File: src/rtl/ramdma_pkg.sv
// Shared definitions for the ramdma block copy/fill engine: FSM encoding,
// transfer unit sizes and mode encodings.
package ramdma_pkg;

  typedef enum logic [1:0] {
    ST_IDLE = 2'd0,
    ST_RD   = 2'd1,
    ST_WR   = 2'd2,
    ST_DONE = 2'd3
  } state_t;

  localparam int UNIT_WORD_SZ = 4;
  localparam int UNIT_BYTE_SZ = 1;

  localparam logic MODE_COPY = 1'b0;
  localparam logic MODE_FILL = 1'b1;

endpackage

File: src/rtl/ramdma_lane.sv
// Byte-lane helper: in byte mode picks lane i_sel of i_word and replicates it
// on all four lanes; in word mode passes i_word through unchanged.
module ramdma_lane (
  input  logic [31:0] i_word,
  input  logic [1:0]  i_sel,
  input  logic        i_byte_mode,
  output logic [31:0] o_word
);

  logic [7:0] w_byte;

  always_comb begin
    w_byte = i_word[7:0];
    case (i_sel)
      2'd0: w_byte = i_word[7:0];
      2'd1: w_byte = i_word[15:8];
      2'd2: w_byte = i_word[23:16];
      2'd3: w_byte = i_word[31:24];
      default: w_byte = i_word[7:0];
    endcase
  end

  assign o_word = i_byte_mode ? {4{w_byte}} : i_word;

endmodule

File: src/rtl/ramdma.sv
// RAM block copy/fill engine behind an external arbiter.
// Optional checksum accumulator enabled by defining RAMDMA_CHECKSUM_EN.
module ramdma
  import ramdma_pkg::*;
#(
  parameter int ADDR_W = 17,
  parameter int LEN_W  = 16
) (
  input  logic              clk,
  input  logic              rst,
  input  logic              start,
  input  logic              mode_fill,
  input  logic              unit_byte,
  input  logic [ADDR_W-1:0] src,
  input  logic [ADDR_W-1:0] dst,
  input  logic [LEN_W-1:0]  len,
  input  logic [31:0]       fill_val,
  output logic              busy,
  output logic              done,
  output logic [31:0]       checksum,
  input  logic              gnt,
  output logic              ram_en,
  output logic              ram_we,
  output logic              ram_be,
  output logic [ADDR_W-1:0] ram_addr,
  output logic [31:0]       ram_wdata,
  input  logic [31:0]       ram_rdata
);

  state_t            r_state, w_next;
  logic [ADDR_W-1:0] r_src, r_dst;
  logic [LEN_W-1:0]  r_rem;
  logic [31:0]       r_data;
  logic              r_mode, r_unit;
  logic [ADDR_W-1:0] w_step;
  logic [31:0]       w_rd_word, w_wr_word;

  assign w_step = r_unit ? ADDR_W'(UNIT_BYTE_SZ) : ADDR_W'(UNIT_WORD_SZ);

  ramdma_lane u_rd_lane (
    .i_word      (ram_rdata),
    .i_sel       (r_src[1:0]),
    .i_byte_mode (r_unit),
    .o_word      (w_rd_word)
  );

  // r_data already holds the byte in lane 0 (fill) or on every lane (copy).
  ramdma_lane u_wr_lane (
    .i_word      (r_data),
    .i_sel       (2'b00),
    .i_byte_mode (r_unit),
    .o_word      (w_wr_word)
  );

  assign ram_wdata = w_wr_word;
  assign ram_be    = r_unit;

  always_ff @(posedge clk) begin
    if (rst) r_state <= ST_IDLE;
    else     r_state <= w_next;
  end

  always_comb begin
    w_next   = r_state;
    busy     = 1'b1;
    done     = 1'b0;
    ram_en   = 1'b0;
    ram_we   = 1'b0;
    ram_addr = '0;
    case (r_state)
      ST_IDLE: begin
        busy = 1'b0;
        if (start) begin
          if (len == '0)                  w_next = ST_DONE;
          else if (mode_fill == MODE_FILL) w_next = ST_WR;
          else                            w_next = ST_RD;
        end
      end
      ST_RD: begin
        ram_en   = gnt;
        ram_addr = r_src;
        if (gnt) w_next = ST_WR;
      end
      ST_WR: begin
        ram_en   = gnt;
        ram_we   = gnt;
        ram_addr = r_dst;
        if (gnt) begin
          if (r_rem == LEN_W'(1))     w_next = ST_DONE;
          else if (r_mode == MODE_FILL) w_next = ST_WR;
          else                        w_next = ST_RD;
        end
      end
      ST_DONE: begin
        done   = 1'b1;
        w_next = ST_IDLE;
      end
      default: w_next = ST_IDLE;
    endcase
  end

  always_ff @(posedge clk) begin
    if (rst) begin
      r_src  <= '0;
      r_dst  <= '0;
      r_rem  <= '0;
      r_data <= '0;
      r_mode <= 1'b0;
      r_unit <= 1'b0;
    end else begin
      case (r_state)
        ST_IDLE: if (start) begin
          // Word transfers are always word aligned.
          r_src  <= unit_byte ? src : {src[ADDR_W-1:2], 2'b00};
          r_dst  <= unit_byte ? dst : {dst[ADDR_W-1:2], 2'b00};
          r_rem  <= len;
          r_data <= fill_val;
          r_mode <= mode_fill;
          r_unit <= unit_byte;
        end
        ST_RD: if (gnt) begin
          r_data <= w_rd_word;
          r_src  <= r_src + w_step;
        end
        ST_WR: if (gnt) begin
          r_dst <= r_dst + w_step;
          r_rem <= r_rem - LEN_W'(1);
        end
        default: ;
      endcase
    end
  end

`ifdef RAMDMA_CHECKSUM_EN
  logic [31:0] r_csum;

  always_ff @(posedge clk) begin
    if (rst) begin
      r_csum <= '0;
    end else if (r_state == ST_IDLE && start) begin
      r_csum <= '0;
    end else if (r_state == ST_WR && gnt) begin
      r_csum <= r_csum + (r_unit ? {24'h0, w_wr_word[7:0]} : w_wr_word);
    end
  end

  assign checksum = r_csum;
`else
  assign checksum = 32'h0;
`endif

endmodule
File: config.mk
export PLATFORM = sky130hd
export DESIGN_NAME = ramdma
export DESIGN_NICKNAME = d
export VERILOG_FILES = /design/src/rtl/ramdma_pkg.sv /design/src/rtl/ramdma_lane.sv /design/src/rtl/ramdma.sv
export SDC_FILE = /design/constraint.sdc
export NUM_CORES = 1
export LEC_CHECK = 0
export CORE_MARGIN = 1
export CORE_UTILIZATION = 25
export DETAILED_ROUTE_END_ITERATION = 8
export PLACE_DENSITY = 0.48
export RECOVER_POWER = 50
export SLEW_MARGIN = 30
export SYNTH_ARGS = -nofsm -noshare
export SYNTH_HDL_FRONTEND = slang
export SYNTH_SLANG_ARGS = --single-unit
export TNS_END_PERCENT = 20
File: constraint.sdc
create_clock -name clk -period 2.9 [get_ports clk]
set_clock_uncertainty 0.05 [all_clocks]
set_input_delay 0.58 -clock clk [delete_from_list [all_inputs] [get_ports clk]]
set_output_delay 0.58 -clock clk [all_outputs]
set_load 0.05 [all_outputs]
# Word level (Yosys, flattened, before mapping)
# Cells that the tools add are included.
# totals
reg_bits	86
in_bits	120
word_cells	61
# classes
addsub	3
n_eq_ne	10
n_mux	31
reduce_logical	10
# op_table
op	count
32-bit 2-to-1 mux	4
17-bit one-hot mux with 2 select lines	3
17-bit 2-to-1 mux	4
32-bit one-hot mux with 2 select lines	1
17-bit by 3-bit adder with 17-bit output	2
16-bit 2-to-1 mux	2
16-bit one-hot mux with 2 select lines	1
8-bit one-hot mux with 4 select lines	1
2-bit 2-to-1 mux	9
16-bit by 1-bit == test with 1-bit output, second input constant	1
16-bit zero test	1
16-bit by 1-bit subtractor with 16-bit output, second input constant	1
3-bit AND reduction	3
2-bit == test, second input constant	4
2-bit one-hot mux with 4 select lines	1
2-bit inequality test, second input constant	3
2-bit by 1-bit == test with 1-bit output, second input constant	2
2-bit zero test	2
1-bit 2-to-1 mux	4
2-bit nonzero test	2
3-bit 2-to-1 mux	1
2-bit AND reduction	1
2-bit OR reduction	1

# Logic depth before layout (Yosys ltp)
# logic_depth
word_depth	5
ltp_mapped	9
ltp_nobuf	6

# Modules after synthesis
# From an unflattened synthesis, not the netlist that was laid out.
# unflattened
cells_unflattened	932
hier_area_um2	7040.5
# by_module_without_submodules
module	instances	cells_per_inst	area_per_inst_um2	seq_area_each_um2
ramdma	1	682	5396.4	1721.7
ramdma_lane	2	125	822.0	0.0

# Least setup slack after synthesis
# Ideal clock, no wire load.
# synth_timing
kind	reg-to-output
startpoint	reg r_state[0]
endpoint	out ram_addr[15]
t_arrival_ns	2.564
slack_ns	-0.294
stages_incl_launch_ff	8
path_buffers	3
path_cell_list	dfxtp_1 inv_1 ha_1 clkbuf_1 clkbuf_1 buf_2 nand2_1 a21boi_0
# synth_via
elab_chain_cells	2
word_cells_on_any_way	3
classes_between	eq/ne: 2; mux: 1
# synth_lines
item	line_no	source
from (decl)	ramdma.sv:30	state_t r_state, w_next;
from (signal assigned)	ramdma.sv:60	else r_state <= w_next;
2-bit == test or 2-bit by 1-bit == test with 1-bit output (tied branches)	ramdma.sv:70	case (r_state)
17-bit one-hot mux with 2 select lines *	ramdma.sv:70	
to (decl)	ramdma.sv:25	output logic [ADDR_W-1:0] ram_addr,
# Mark *: on every way between the ends. The rest lies on a longest branch, timed or not.

# Worst setup path in the final report
# layout_timing
startpoint	reg r_state[1]
endpoint	out ram_addr[13]
# Same word-level chain as after synthesis.

==> summary.txt <==
Layout
  • Commonest non-fill, non-tap cell in the layout: clkdlybuf4s50_1
  • Final Util: 35.85%
  • P&R area growth vs syn: 39.40%
  • Layout cells sized above 1: 11.05%
  • Nets: around 1100
  • Footprint of the multi-input gates: 3761 sq um
  • Most frequent cells in the layout: clkdlybuf4s50_1, nand2_1, dfxtp_1
  • Fillers: roughly 2500
  • Reg area: between 1500 and 2000 sq um

Clocking
  • Postcts setup bufs: 0
  • Clock tree from TritonCTS: built
  • Clk pin slew, worst setup/hold paths: 70 ps
  • CTS root buffer: clkbuf_16
  • CTS Buffer Depth: 2
  • Sink Count: 86
  • Num CTS Buffers: 9
  • H-tree Lvls: 3
  • Clock Latency Late Sink: ~350 ps

Worst setup path
  • Critical Path AT: between 2000 and 2500 ps
  • Worst Path Class, Setup: reg -> out
  • Required @ worst endpoint: 2270 ps
  • Critical Path Source Type: flip-flop
  • Setup crit start: r_state[1]$_SDFFE_PP0P_
  • Critical R2R Launch: r_state[0]$_SDFFE_PP0P_
  • CP endpoint kind: output port
  • CP Max Fanout: 18

Place
  • Port Buffers: ~170
  • Final GP Congestion: slightly above 0.8
  • DP HPWL: 17.21 mm

Global route
  • Vias in the first global route: 6288
  • All-layer global routing usage: 18.76%
  • Antenna violations before repair: 2
  • Overflow after GRT: 0
  • First-pass GRT wire length: 35.96 mm
  • Largest net degree at the start of global routing: 82

Routing
  • DR WL/cell: roughly 18 um
  • Drt drc: 0
  • Post-DRT Antenna Nets: 0
  • Vias/cell: 5.156
  • Via count: around 6600
  • Starting DRT DRC Count: 380
  • Drt first pass iters: 5
  • Final WL: 23.28 mm

STA
  • Worst slew margin relative to its limit: between 50% and 60%
  • Slew @ Worst Pin: 738.9 ps
  • Hold Vio Cnt, Final: 0
  • Maximum clock frequency: around 360 MHz
  • Max Slew Vio Count: 0
  • Tmin final: 2799 ps
  • RSZ-0062 raised after global routing: no
  • Final setup violation count: 0
  • Period utilization: a little over nine tenths

Logic synthesis
  • Main synth FF type: dfxtp_1
  • #FFs+latches synth: 86
  • Syn avg cell area: 7.414 sq um
  • Mapped cell area: 6072 sq um
  • Synth Instances: 819
  • Ys Warns: 0
  • Async S/R FF share, synth: 0%
  • Distinct cells, synth: 66
  • Seq/Total Area, Yosys: 28.35%
  • Number of enable flip-flop cells after synthesis: 0

Power
  • Clock power frac: between 10% and 20%
  • LEAKAGE: 3.048 nW
  • Switching power: about 4.6 mW
  • Worst vdd ir: a little over 0.4 mV
  • PwrDens: approximately 1000 nW/um^2
  • Total power: just under 9 mW
  • Sw Share: approximately half
  • Comb pwr share: between 60% and 70%
  • Seq pwr share: 24.9%
  • Internal power: 4.334 mW

Die
  • Core box area: 23610 sq um
  • Die Wd: 157.8 um
  • Die ar.: 24920 sq um
  • Initial Utilization: 25.72%
  • Die height: roughly 160 um
  • # rows: 56
  • I/O pin total: 206

Hold path
  • Min-delay src: r_data[9]$_SDFFE_PP0P_
  • Hold crit path type: reg -> reg

Run
  • Max_cap viols: 0

Run status
  • Outcome: finished clean
-- metrics by stage --
stage | cell area (sq um) | hold slack (ps) | setup TNS (ps) | worst slack [ps] | std cells
6_report | 8464 | 419.6 | 0 | 101.4 | 1288
5_1_grt | 8462 | 445.5 | 0 | 8.413 | 1287
4_1_cts | 8645 | 425.0 | 0 | 103.8 | 1287
3_5_place_dp | 8364 | 414.4 | 0 | 285.6 | 1271
3_3_place_gp | 8364 | 410.7 | 0 | 313.7 | 1271
2_1_floorplan | 6188 | 398.3 | -799.5 | -233.8 | 850
-- power groups by stage --
stage                     clock [mW]  sequential [mW]  combinational (mW)
after global placement             0             2.23                5.89
after detailed placement           0             2.23                5.87
after CTS                       1.18             2.21                5.89
after global routing            1.23             2.29                6.00
after floorplan                    0             2.06                3.81
final                           1.15             2.21                5.53
-- worst paths after layout --
| check | end | slack [ps] | cells past startpoint |
|---|---|---|---|
| min | r_data[9]$_SDFFE_PP0P_ | 420 | 2 |
| max | ram_addr[13] | 100 | 5 |
| min reg2reg | r_data[9]$_SDFFE_PP0P_ | 420 | 2 |
| max reg2reg | r_data[29]$_SDFFE_PP0P_ | 270 | 8 |
-- sequential cells by signal (all words and copies together), names as in the netlist --
register and count:
ram_be 1, r_src 17, r_dst 17, r_rem 16, r_data 32, r_state 2
r_mode 1
-- logic make-up (layout without fill, tap and decap cells) --
| group | Yosys count | after routing | synth area share, % |
|---|---|---|---|
| simple gates | 293 | 293 | 24.67 |
| compound gates | 268 | 268 | 28.62 |
| buf+inv | 145 | 263 | 11.81 |
| flops | 86 | 86 | 28.35 |
| fa+ha+maj | 13 | 13 | 2.679 |
| mux | 11 | 11 | 3.524 |
| xor+xnor | 2 | 2 | 0.2885 |
| other cells | 1 | 33 | 0.06176 |
-- worst max-delay path, cell delays in order (launching register included) --
cell,delay [ps]
dfxtp_1,330
inv_1,130
ha_2,420
nand2_1,200
a21boi_0,520
buf_12,210
-- layout make-up --
| type | instances | share of cell area (%) |
|---|---|---|
| diodes | 1 | 0.02956 |
| clock buffers | 9 | 2.661 |
| clock inverters | 7 | 0.6504 |
| inverters | 42 | 1.863 |
| multi-input cells | 619 | 44.43 |
| flip-flops and latches | 86 | 20.34 |
| well taps | 319 | 4.715 |
| repair buffers | 205 | 25.31 |
-- per-layer routing --
layer	vias to the layer above	share of wire (%)	GRT usage, %
met5	-	0.052	0
met4	2	1.2	4.577
met3	21	8.9	3.860
met2	301	44	29.14
met1	3081	46	26.21
li1	3236	-	-
-- Yosys cell counts (8+ instances only) --
cell      count  area [sq um]
dfxtp_1      86          1722
nor2b_1      26         162.7
or3_1         9         56.30
a221oi_1     39         341.6
and4_1        9         78.83
nand2_1     118         442.9
a21oi_1      51         255.2
nor4_1       11         68.82
buf_2        15         75.07
clkbuf_1     46         172.7
ha_1         13         162.7
o21ai_0      82         410.4
buf_4        41         307.8
inv_1        40         150.1
mux4_2        8         180.2
or4_1        12         90.09
nor3_1       22         110.1
o211ai_1      8         60.06
a31oi_1      17         106.4
nand4_1      11         68.82
a22oi_1      13         97.59
nand3_1      24         120.1
o22ai_1       8         50.05
nor2_1       27         101.4
-- timing repair --
action / in CTS / in global routing
endpoints found under the setup margin: 0 / 1
gates resized for setup: 0 / 1
hold buffers: 0 / 0
Note: power is estimated with default switching activity, not from simulation.
